===== config.mk =====
export PLATFORM = sky130hd
export DESIGN_NAME = hazard_control_unit
export DESIGN_NICKNAME = d
export VERILOG_FILES = /design/src/rtl/hazard_pkg.sv /design/src/rtl/hazard_control_unit_sat_counter.sv /design/src/rtl/hazard_control_unit.sv
export SDC_FILE = /design/constraint.sdc
export NUM_CORES = 1
export LEC_CHECK = 0
export ABC_AREA = 1
export CAP_MARGIN = 0
export CORE_UTILIZATION = 50
export DETAILED_ROUTE_END_ITERATION = 8
export PLACE_DENSITY = 0.85
export SYNTH_ARGS = -nofsm -noshare
export SYNTH_HDL_FRONTEND = slang
export SYNTH_SLANG_ARGS = --single-unit

===== constraint.sdc =====
create_clock -name clk -period 2.06 [get_ports clk]
set_clock_uncertainty 0.2 [all_clocks]
set_input_delay 0.206 -clock clk [delete_from_list [all_inputs] [get_ports clk]]
set_output_delay 0.206 -clock clk [all_outputs]
set_load 0.02 [all_outputs]

===== src/rtl/hazard_pkg.sv =====
// Shared types and constants for the pipeline hazard control unit.
package hazard_pkg;

  typedef enum logic {
    RUN      = 1'b0,
    MEM_WAIT = 1'b1
  } state_t;

  localparam logic [4:0] REG_ZERO = 5'd0;

  localparam int TIMEOUT_DEFAULT = 64;
  localparam int CNT_W_DEFAULT   = 16;

  // Bundle of every pipeline control the unit drives, in output order.
  typedef struct packed {
    logic pc_write;
    logic if_id_write;
    logic id_ex_write;
    logic ex_mem_write;
    logic if_id_flush;
    logic id_ex_flush;
    logic mem_wb_bubble;
  } ctrl_t;

  localparam ctrl_t CTRL_RESET  = '{1'b0, 1'b0, 1'b0, 1'b0, 1'b1, 1'b1, 1'b1};
  localparam ctrl_t CTRL_FREEZE = '{1'b0, 1'b0, 1'b0, 1'b0, 1'b0, 1'b0, 1'b1};
  localparam ctrl_t CTRL_BRANCH = '{1'b1, 1'b1, 1'b1, 1'b1, 1'b1, 1'b1, 1'b0};
  localparam ctrl_t CTRL_LU     = '{1'b0, 1'b0, 1'b1, 1'b1, 1'b0, 1'b1, 1'b0};
  localparam ctrl_t CTRL_NORMAL = '{1'b1, 1'b1, 1'b1, 1'b1, 1'b0, 1'b0, 1'b0};

endpackage


===== src/rtl/hazard_control_unit_sat_counter.sv =====
// Saturating up-counter used for the stall and flush performance counts.
module sat_counter #(
  parameter int W = 16
) (
  input  logic         clk,
  input  logic         rst_n,
  input  logic         inc,
  output logic [W-1:0] count
);

  // NOTE: sequential state uses non-blocking assignments so every register
  // samples pre-edge values regardless of block evaluation order.
  always_ff @(posedge clk or negedge rst_n) begin
    if (!rst_n) begin
      count <= '0;
    end else if (inc && (count != '1)) begin
      count <= count + W'(1);
    end
  end

endmodule


===== src/rtl/hazard_control_unit.sv =====
// Stall / freeze / flush sequencing for the 5-stage pipeline, with a
// data-memory watchdog and saturating performance counters.
module hazard_control_unit
  import hazard_pkg::*;
#(
  parameter int TIMEOUT = TIMEOUT_DEFAULT,
  parameter int CNT_W   = CNT_W_DEFAULT
) (
  input  logic             clk,
  input  logic             rst_n,
  input  logic [4:0]       rs1_ID,
  input  logic [4:0]       rs2_ID,
  input  logic             uses_rs2_ID,
  input  logic [4:0]       rd_EX,
  input  logic             mem_read_EX,
  input  logic             branch_taken_EX,
  input  logic             dmem_req_MEM,
  input  logic             dmem_ready,
  output logic             pc_write,
  output logic             if_id_write,
  output logic             id_ex_write,
  output logic             ex_mem_write,
  output logic             if_id_flush,
  output logic             id_ex_flush,
  output logic             mem_wb_bubble,
  output logic             mem_timeout,
  output logic [CNT_W-1:0] stall_count,
  output logic [CNT_W-1:0] flush_count
);

  localparam int WC_W = $clog2(TIMEOUT + 1);

  state_t          state;
  logic [WC_W-1:0] wait_cnt;
  logic            freeze;
  logic            lu;
  logic            act_branch;
  logic            act_lu;
  ctrl_t           ctrl;

  assign freeze = dmem_req_MEM & ~dmem_ready & ~mem_timeout;
  assign lu     = mem_read_EX & (rd_EX != REG_ZERO) &
                  ((rs1_ID == rd_EX) | (uses_rs2_ID & (rs2_ID == rd_EX)));

  // Priority: freeze > branch > load-use; a taken branch discards the ID
  // instruction, so its load-use hazard is moot.
  assign act_branch = ~freeze & branch_taken_EX;
  assign act_lu     = ~freeze & ~branch_taken_EX & lu;

  // NOTE: every always_comb output gets a default first so no latch is
  // inferred on paths that skip an assignment.
  always_comb begin
    ctrl = CTRL_NORMAL;
    if (!rst_n) begin
      ctrl = CTRL_RESET;
    end else if (freeze) begin
      ctrl = CTRL_FREEZE;
    end else if (act_branch) begin
      ctrl = CTRL_BRANCH;
    end else if (act_lu) begin
      ctrl = CTRL_LU;
    end
  end

  assign pc_write      = ctrl.pc_write;
  assign if_id_write   = ctrl.if_id_write;
  assign id_ex_write   = ctrl.id_ex_write;
  assign ex_mem_write  = ctrl.ex_mem_write;
  assign if_id_flush   = ctrl.if_id_flush;
  assign id_ex_flush   = ctrl.id_ex_flush;
  assign mem_wb_bubble = ctrl.mem_wb_bubble;

  // wait_cnt holds the number of frozen cycles already elapsed in this wait.
  always_ff @(posedge clk or negedge rst_n) begin
    if (!rst_n) begin
      state       <= RUN;
      wait_cnt    <= '0;
      mem_timeout <= 1'b0;
    end else begin
      case (state)
        RUN: begin
          if (freeze) begin
            state    <= MEM_WAIT;
            wait_cnt <= WC_W'(1);
          end
        end
        MEM_WAIT: begin
          if (freeze) begin
            if (wait_cnt == WC_W'(TIMEOUT - 1)) begin
              mem_timeout <= 1'b1;
              state       <= RUN;
              wait_cnt    <= '0;
            end else begin
              wait_cnt <= wait_cnt + WC_W'(1);
            end
          end else begin
            state    <= RUN;
            wait_cnt <= '0;
          end
        end
        default: begin
          state    <= RUN;
          wait_cnt <= '0;
        end
      endcase
    end
  end

  sat_counter #(.W(CNT_W)) u_stall_cnt (
    .clk   (clk),
    .rst_n (rst_n),
    .inc   (freeze | act_lu),
    .count (stall_count)
  );

  sat_counter #(.W(CNT_W)) u_flush_cnt (
    .clk   (clk),
    .rst_n (rst_n),
    .inc   (act_branch),
    .count (flush_count)
  );

endmodule


==> impl_metrics.ini, run 1 <==
[clock_tree]
clockBufferDepth = 2
clock-root-buffer = clkbuf_8
clkTransAtPathRegs_ps = 80
cts_tree = done
clk_latency_ps = 290
cts_buffers = 5
htreeDepth = 2
clkSinkCount = 41

[logic_synthesis]
syn_avg_cell_area_um2 = 7.12
syn_area_um2 = 2610
synth_cells = 367
synth_nets = 392
yosysWarningCount = 0
yosysTopAreaCellShare_pct = 39.3
yosys-top-cells-area = dfrtp_1, nand2_1, nand3_1
synth_cell_types = 27
yosysSeqAreaShare_pct = 39.3
ys_ff_latch = 41
yosysTopAreaCell = dfrtp_1

[drt]
post_drt_via_cell_ratio = 5.16
drtIter0Drc = 167
vias = 2639
drt-met1-wl_um = 2840
wire_per_inst_um = 12.2
topRoutingLayerUsed = met4
drc_errors = 0
first_pass_iters = 4
met2_length_um = 3080
final_antenna_net_count = 0
drt_wl_total_um = 6230
routed-wl-met3_um = 244

[worst_setup_path]
cpLargestDelayFamily = buffers and inverters
critPathLaunchType = register
end_kind = output port
crit_type = register to output port
path_cells = inv_1, nand3b_2, buf_4, nand2_1, buf_4, inv_1, dlygate4sd2_1
slowest_stage = dfrtp_1
crit_fanout = 3
cp.arrival_ps = 1570
path_buf_inv = 5
crit_required_ps = 1650
max_stage_delay_ps = 380

[min_path]
hp-class = input port to asynchronous set/reset pin

[outcome]
run_status = finished, final reports clean

[sta]
slew_headroom_pct = 68.0
rsz0062_at_grt = yes
finalCritPeriodShare_pct = 95.9
finalSetupViolations = 0
slew_violations = 0
hold_viol_final = 0
fmax_ghz = 0.506
period_minus_slack_ps = 1970
tightest_slew_ps = 476

[placed_design]
portBuffers = 61
gp_congestion = 0.928
hpwl_um = 4750
place_area_um2 = 3360

[power]
leakagePower_nw = 1.64
clkPwrFrac_pct = 23.8
combPwrFrac_pct = 32.2
power.switching_mw = 0.748
power.share.switching_pct = 33.4
p_per_area_nw_per_um2 = 647
intPower_mw = 1.49
irDropWorstVdd_v = 0.000663
sequentialPowerShare_pct = 44.0

[die]
die_w_um = 74.3
die_h_um = 74.3
core_um2 = 4880
ios = 62
num_rows = 25
dieArea_um2 = 5520
initial_core_util_pct = 53.5

[layout]
fill_cells = 420
layout_common_cells = nand2_1, clkdlybuf4s50_1, inv_1, nand3_1, dfrtp_1
area_delta_synth_final_pct = 32.6
layout_commonest_cell = nand2_1
fin_area_um2 = 3460
drive_gt1_share_pct = 8.56
num_antenna_cells = 0
nets = 469
final_util_pct = 71.0

[global_route]
grt_pass1_wl_um = 10500
grt_use_total_pct = 24.8
grt_pass1_vias = 2402
antenna_found_initial = 0
gr-total-overflow = 0
grt_max_degree = 38

[job]
drv_cap = 0
-- cell type report --
cell class	instances	area [um2]	share of cell area (%)
Timing Repair Buffer	77	729	21.1
Multi-Input combinational cell	271	1360	39.1
Tap cell	67	83.8	2.42
Sequential cell	41	1030	29.6
Inverter	48	183	5.27
Clock buffer	7	86.3	2.49
-- power by group through the flow --
| stage | Clock (mW) | Combinational (mW) | Sequential, mW |
|---|---|---|---|
| final | 0.534 | 0.721 | 0.987 |
| after global routing | 0.575 | 0.785 | 1.00 |
| after CTS | 0.541 | 0.725 | 0.986 |
| after detailed placement | 0 | 0.723 | 0.998 |
| after global placement | 0 | 0.701 | 0.997 |
| after floorplan | 0 | 0.248 | 1.11 |
-- worst paths after layout --
path / from / endpoint / slack (ps) / cells past startpoint
setup / recovery: mem_timeout / ex_mem_write / 90 / 7
setup reg to reg: u_stall_cnt.count[0] / u_stall_cnt.count[12] / 140 / 9
hold reg to reg: state / wait_cnt[0] / 270 / 1
min in group clk: state / wait_cnt[0] / 270 / 1
max in group asynchronous: rst_n / u_flush_cnt.count[10] / 900 / 3
hold / removal: rst_n / u_flush_cnt.count[15] / 90 / 2
-- metrics by stage --
step / worst slack, ps / cells / TNS, ps / power [mW] / hold slack (ps)
floorplan: 102 / 367 / 0 / 1.36 / -290
global placement: -261 / 503 / -1080 / 1.70 / -144
detailed placement: -326 / 503 / -2160 / 1.72 / -145
CTS: 13.0 / 511 / 0 / 2.25 / 70.7
global route: -10.2 / 511 / -10.2 / 2.36 / 118
finish: 85.3 / 511 / 0 / 2.24 / 94.1
-- synth_stat cells --
library cell  count
xor2_1           15
buf_4             3
nor3_2            1
nand2_4           2
nor2_2            1
buf_6             3
nor3_1           12
nand3b_2          1
ha_1              3
nand3b_1          3
o21ai_0          10
nand2_1         121
buf_2             1
nand3_1          43
nand2_2           2
inv_1            46
o21ai_1           6
and2_1            1
xnor2_1           9
a21oi_1           3
dfrtp_1          41
nor2_4            1
nor2_1           28
inv_2             2
nand3_2           2
nand4_1           5
o22ai_1           2
-- cell families (layout without fill, tap and decap cells) --
logic type	count (synthesis)	in the layout	share of synthesized area (%)
AO/OA/AOI/OAI	21	21	4.12
XOR/XNOR	24	24	8.05
adder cells (fa/ha/maj)	3	3	1.44
buffers and inverters	55	132	9.25
flip-flops	41	41	39.3
AND/OR/NAND/NOR	223	223	37.9
-- metal layers --
metal  vias to the layer above  global-route usage (%)
li1                       1307                       -
met1                      1256                    30.5
met2                        70                    44.1
met3                         6                    4.61
met4                         0                    7.76
met5                         -                       0
-- state kept, by name, indices dropped and copies added (netlist names) --
register / count
u_flush_cnt.count: 16
wait_cnt: 7
u_stall_cnt.count: 16
state: 1
mem_timeout: 1
-- what timing repair did --
action,4_1_cts,5_1_grt
hold buffers,1,0
resized for setup,8,12
setup endpoints to repair,6,21
buffers inserted,0,0
endpoints found under the hold margin,41,0
No activity file was read; power rests on OpenSTA's default activity.
==> inputs of run 2 (changes only) <==
--- a/config.mk
+++ b/config.mk
@@ -7,9 +7,9 @@
 export LEC_CHECK = 0
 export ABC_AREA = 1
 export CAP_MARGIN = 0
-export CORE_UTILIZATION = 50
+export CORE_UTILIZATION = 37
 export DETAILED_ROUTE_END_ITERATION = 8
-export PLACE_DENSITY = 0.85
+export PLACE_DENSITY = 0.67
 export SYNTH_ARGS = -nofsm -noshare
 export SYNTH_HDL_FRONTEND = slang
 export SYNTH_SLANG_ARGS = --single-unit
==> run 2 against run 1 <==
  * Combinational power is 4.0% higher
  * Worst setup slack worse by 63 ps
  * Count of clock-buffer cells in the layout stayed put
  * Flip-flop and latch count stayed put
  * Non-clock buffer count is 1 higher
  * Worst hold slack better by 170 ps
  * Sequential power is 0.5% lower
  * Via count is 3.9% lower
  * First-iteration DRC count is 31% lower
  * Power is 7.4% higher
  * Fmax is 3.1% lower
  * Die area is 34% higher
==> impl_metrics.ini, run 2 (synthesis results as in run 1) <==
[outcome]
run_status = finished, final reports clean

[min_path]
hp-class = register to register

[drt]
wire_per_inst_um = 11.7
drt_wl_total_um = 6330
final_antenna_net_count = 0
post_drt_via_cell_ratio = 4.68
drc_errors = 0
drtIter0Drc = 115
vias = 2537
first_pass_iters = 4

[sta]
rsz0062_at_grt = yes
fmax_ghz = 0.491
slew_violations = 0
period_minus_slack_ps = 2040
finalSetupViolations = 0
tightest_slew_ps = 522
hold_viol_final = 0
slew_headroom_pct = 65.2
fin_tns_setup_ps = 0
finalCritPeriodShare_pct = 98.9
final.setup.worst_slack_ps = 22.0

[die]
initial_core_util_pct = 38.4
die_h_um = 86.0
num_rows = 30
ios = 62
dieArea_um2 = 7400
die_w_um = 86.0
core_um2 = 6790

[placed_design]
gp_congestion = 0.932
portBuffers = 61
hpwl_um = 4810
post-place-ws_ps = -289

[clock_tree]
htreeDepth = 2
clkSinkCount = 41
cts_buffers = 5
clockBufferDepth = 2
clock-root-buffer = clkbuf_8
cts_tree = done
clkTransAtPathRegs_ps = 80
cts_setup_buffers = 0
clk_latency_ps = 300

[layout]
nets = 470
top_regs = u_flush_cnt.count x16, u_stall_cnt.count x16, wait_cnt x7
layout_common_cells = nand2_1, clkdlybuf4s50_1, inv_1, nand3_1, dfrtp_1
final_util_pct = 52.2
num_antenna_cells = 0
area_delta_synth_final_pct = 35.8
fill_cells = 670
multi_input_area_um2 = 1360
layout_commonest_cell = nand2_1
final-seq-area_um2 = 1030
drive_gt1_share_pct = 8.74

[worst_setup_path]
slowest_stage = clkdlybuf4s50_1
path_buf_inv = 3
crit_type = register to output port
crit_fanout = 3
end_kind = output port
cpMostUsedCell = inv_1
crit_required_ps = 1650
cpLargestDelayFamily = buffers and inverters
max_stage_delay_ps = 530
critPathLaunchType = register
path_cells = inv_1, nand3b_2, nand2_1, inv_1, clkdlybuf4s50_1
cp.arrival_ps = 1630

[global_route]
antenna_found_initial = 0
grt_use_total_pct = 18.8
grt_pass1_vias = 2475
gr-total-overflow = 0
grt_pass1_wl_um = 11100
grt_max_degree = 42

[power]
irDropWorstVdd_v = 0.000764
leakagePower_nw = 1.66
p_per_area_nw_per_um2 = 679

[job]
drv_cap = 0
-- run 2: worst paths after layout --
check | startpoint | to | slack [ps] | depth (start not counted)
max | mem_timeout | ex_mem_write | 20 | 5
min | state | wait_cnt[0] | 270 | 1
max reg2reg | u_stall_cnt.count[0] | u_stall_cnt.count[4] | 160 | 9
min reg2reg | state | wait_cnt[0] | 270 | 1
max in group asynchronous | rst_n | u_flush_cnt.count[15] | 890 | 3
min in group asynchronous | rst_n | wait_cnt[5] | 400 | 3
-- run 2: cell type report --
class,count,share of cell area (%)
sequential,41,28.9
tap,96,3.39
clock inverter,1,0.847
timing repair buffer,78,21.0
inverter,48,5.08
multi-input combinational,271,38.3
clock buffer,7,2.43
-- run 2: routing by layer --
metal / GRT usage, % / wire [um] / vias to the layer above
li1: - / - / 1316
met1: 23.8 / 3010 / 1150
met2: 31.8 / 2950 / 59
met3: 3.27 / 243 / 12
met4: 7.58 / 130 / 0
met5: 0 / 0 / -
-- run 2: worst register-to-register path, stage by stage (launching register included) --
cell and delay (ps):
dfrtp_1 360, ha_1 240, nand3_2 160, nor2_4 150, nand4_1 140, nor2_2 140
inv_2 160, nand2_8 180, nand2_1 60, nand2_1 60
-- run 2: stage by stage --
stage                     hold slack, ps  cells  cell area [um2]  power [mW]
final                                268    542             3550        2.41
after global placement               189    533             3420        1.74
after CTS                            273    542             3540        2.43
after global routing                 306    542             3550        2.54
after detailed placement             193    533             3420        1.75
after floorplan                     -290    367             2610        1.36
-- run 2: repair_timing --
action / CTS / global route
endpoints found under the setup margin: 5 / 14
hold endpoints to repair: 41 / 0
resized for setup: 6 / 8
hold buffers: 1 / 0
-- run 2: power by group --
| group | switching (mW) | total, mW | internal, mW |
|---|---|---|---|
| registers | 0.0891 | 0.982 | 0.893 |
| clock network | 0.281 | 0.676 | 0.395 |
| logic | 0.398 | 0.750 | 0.353 |
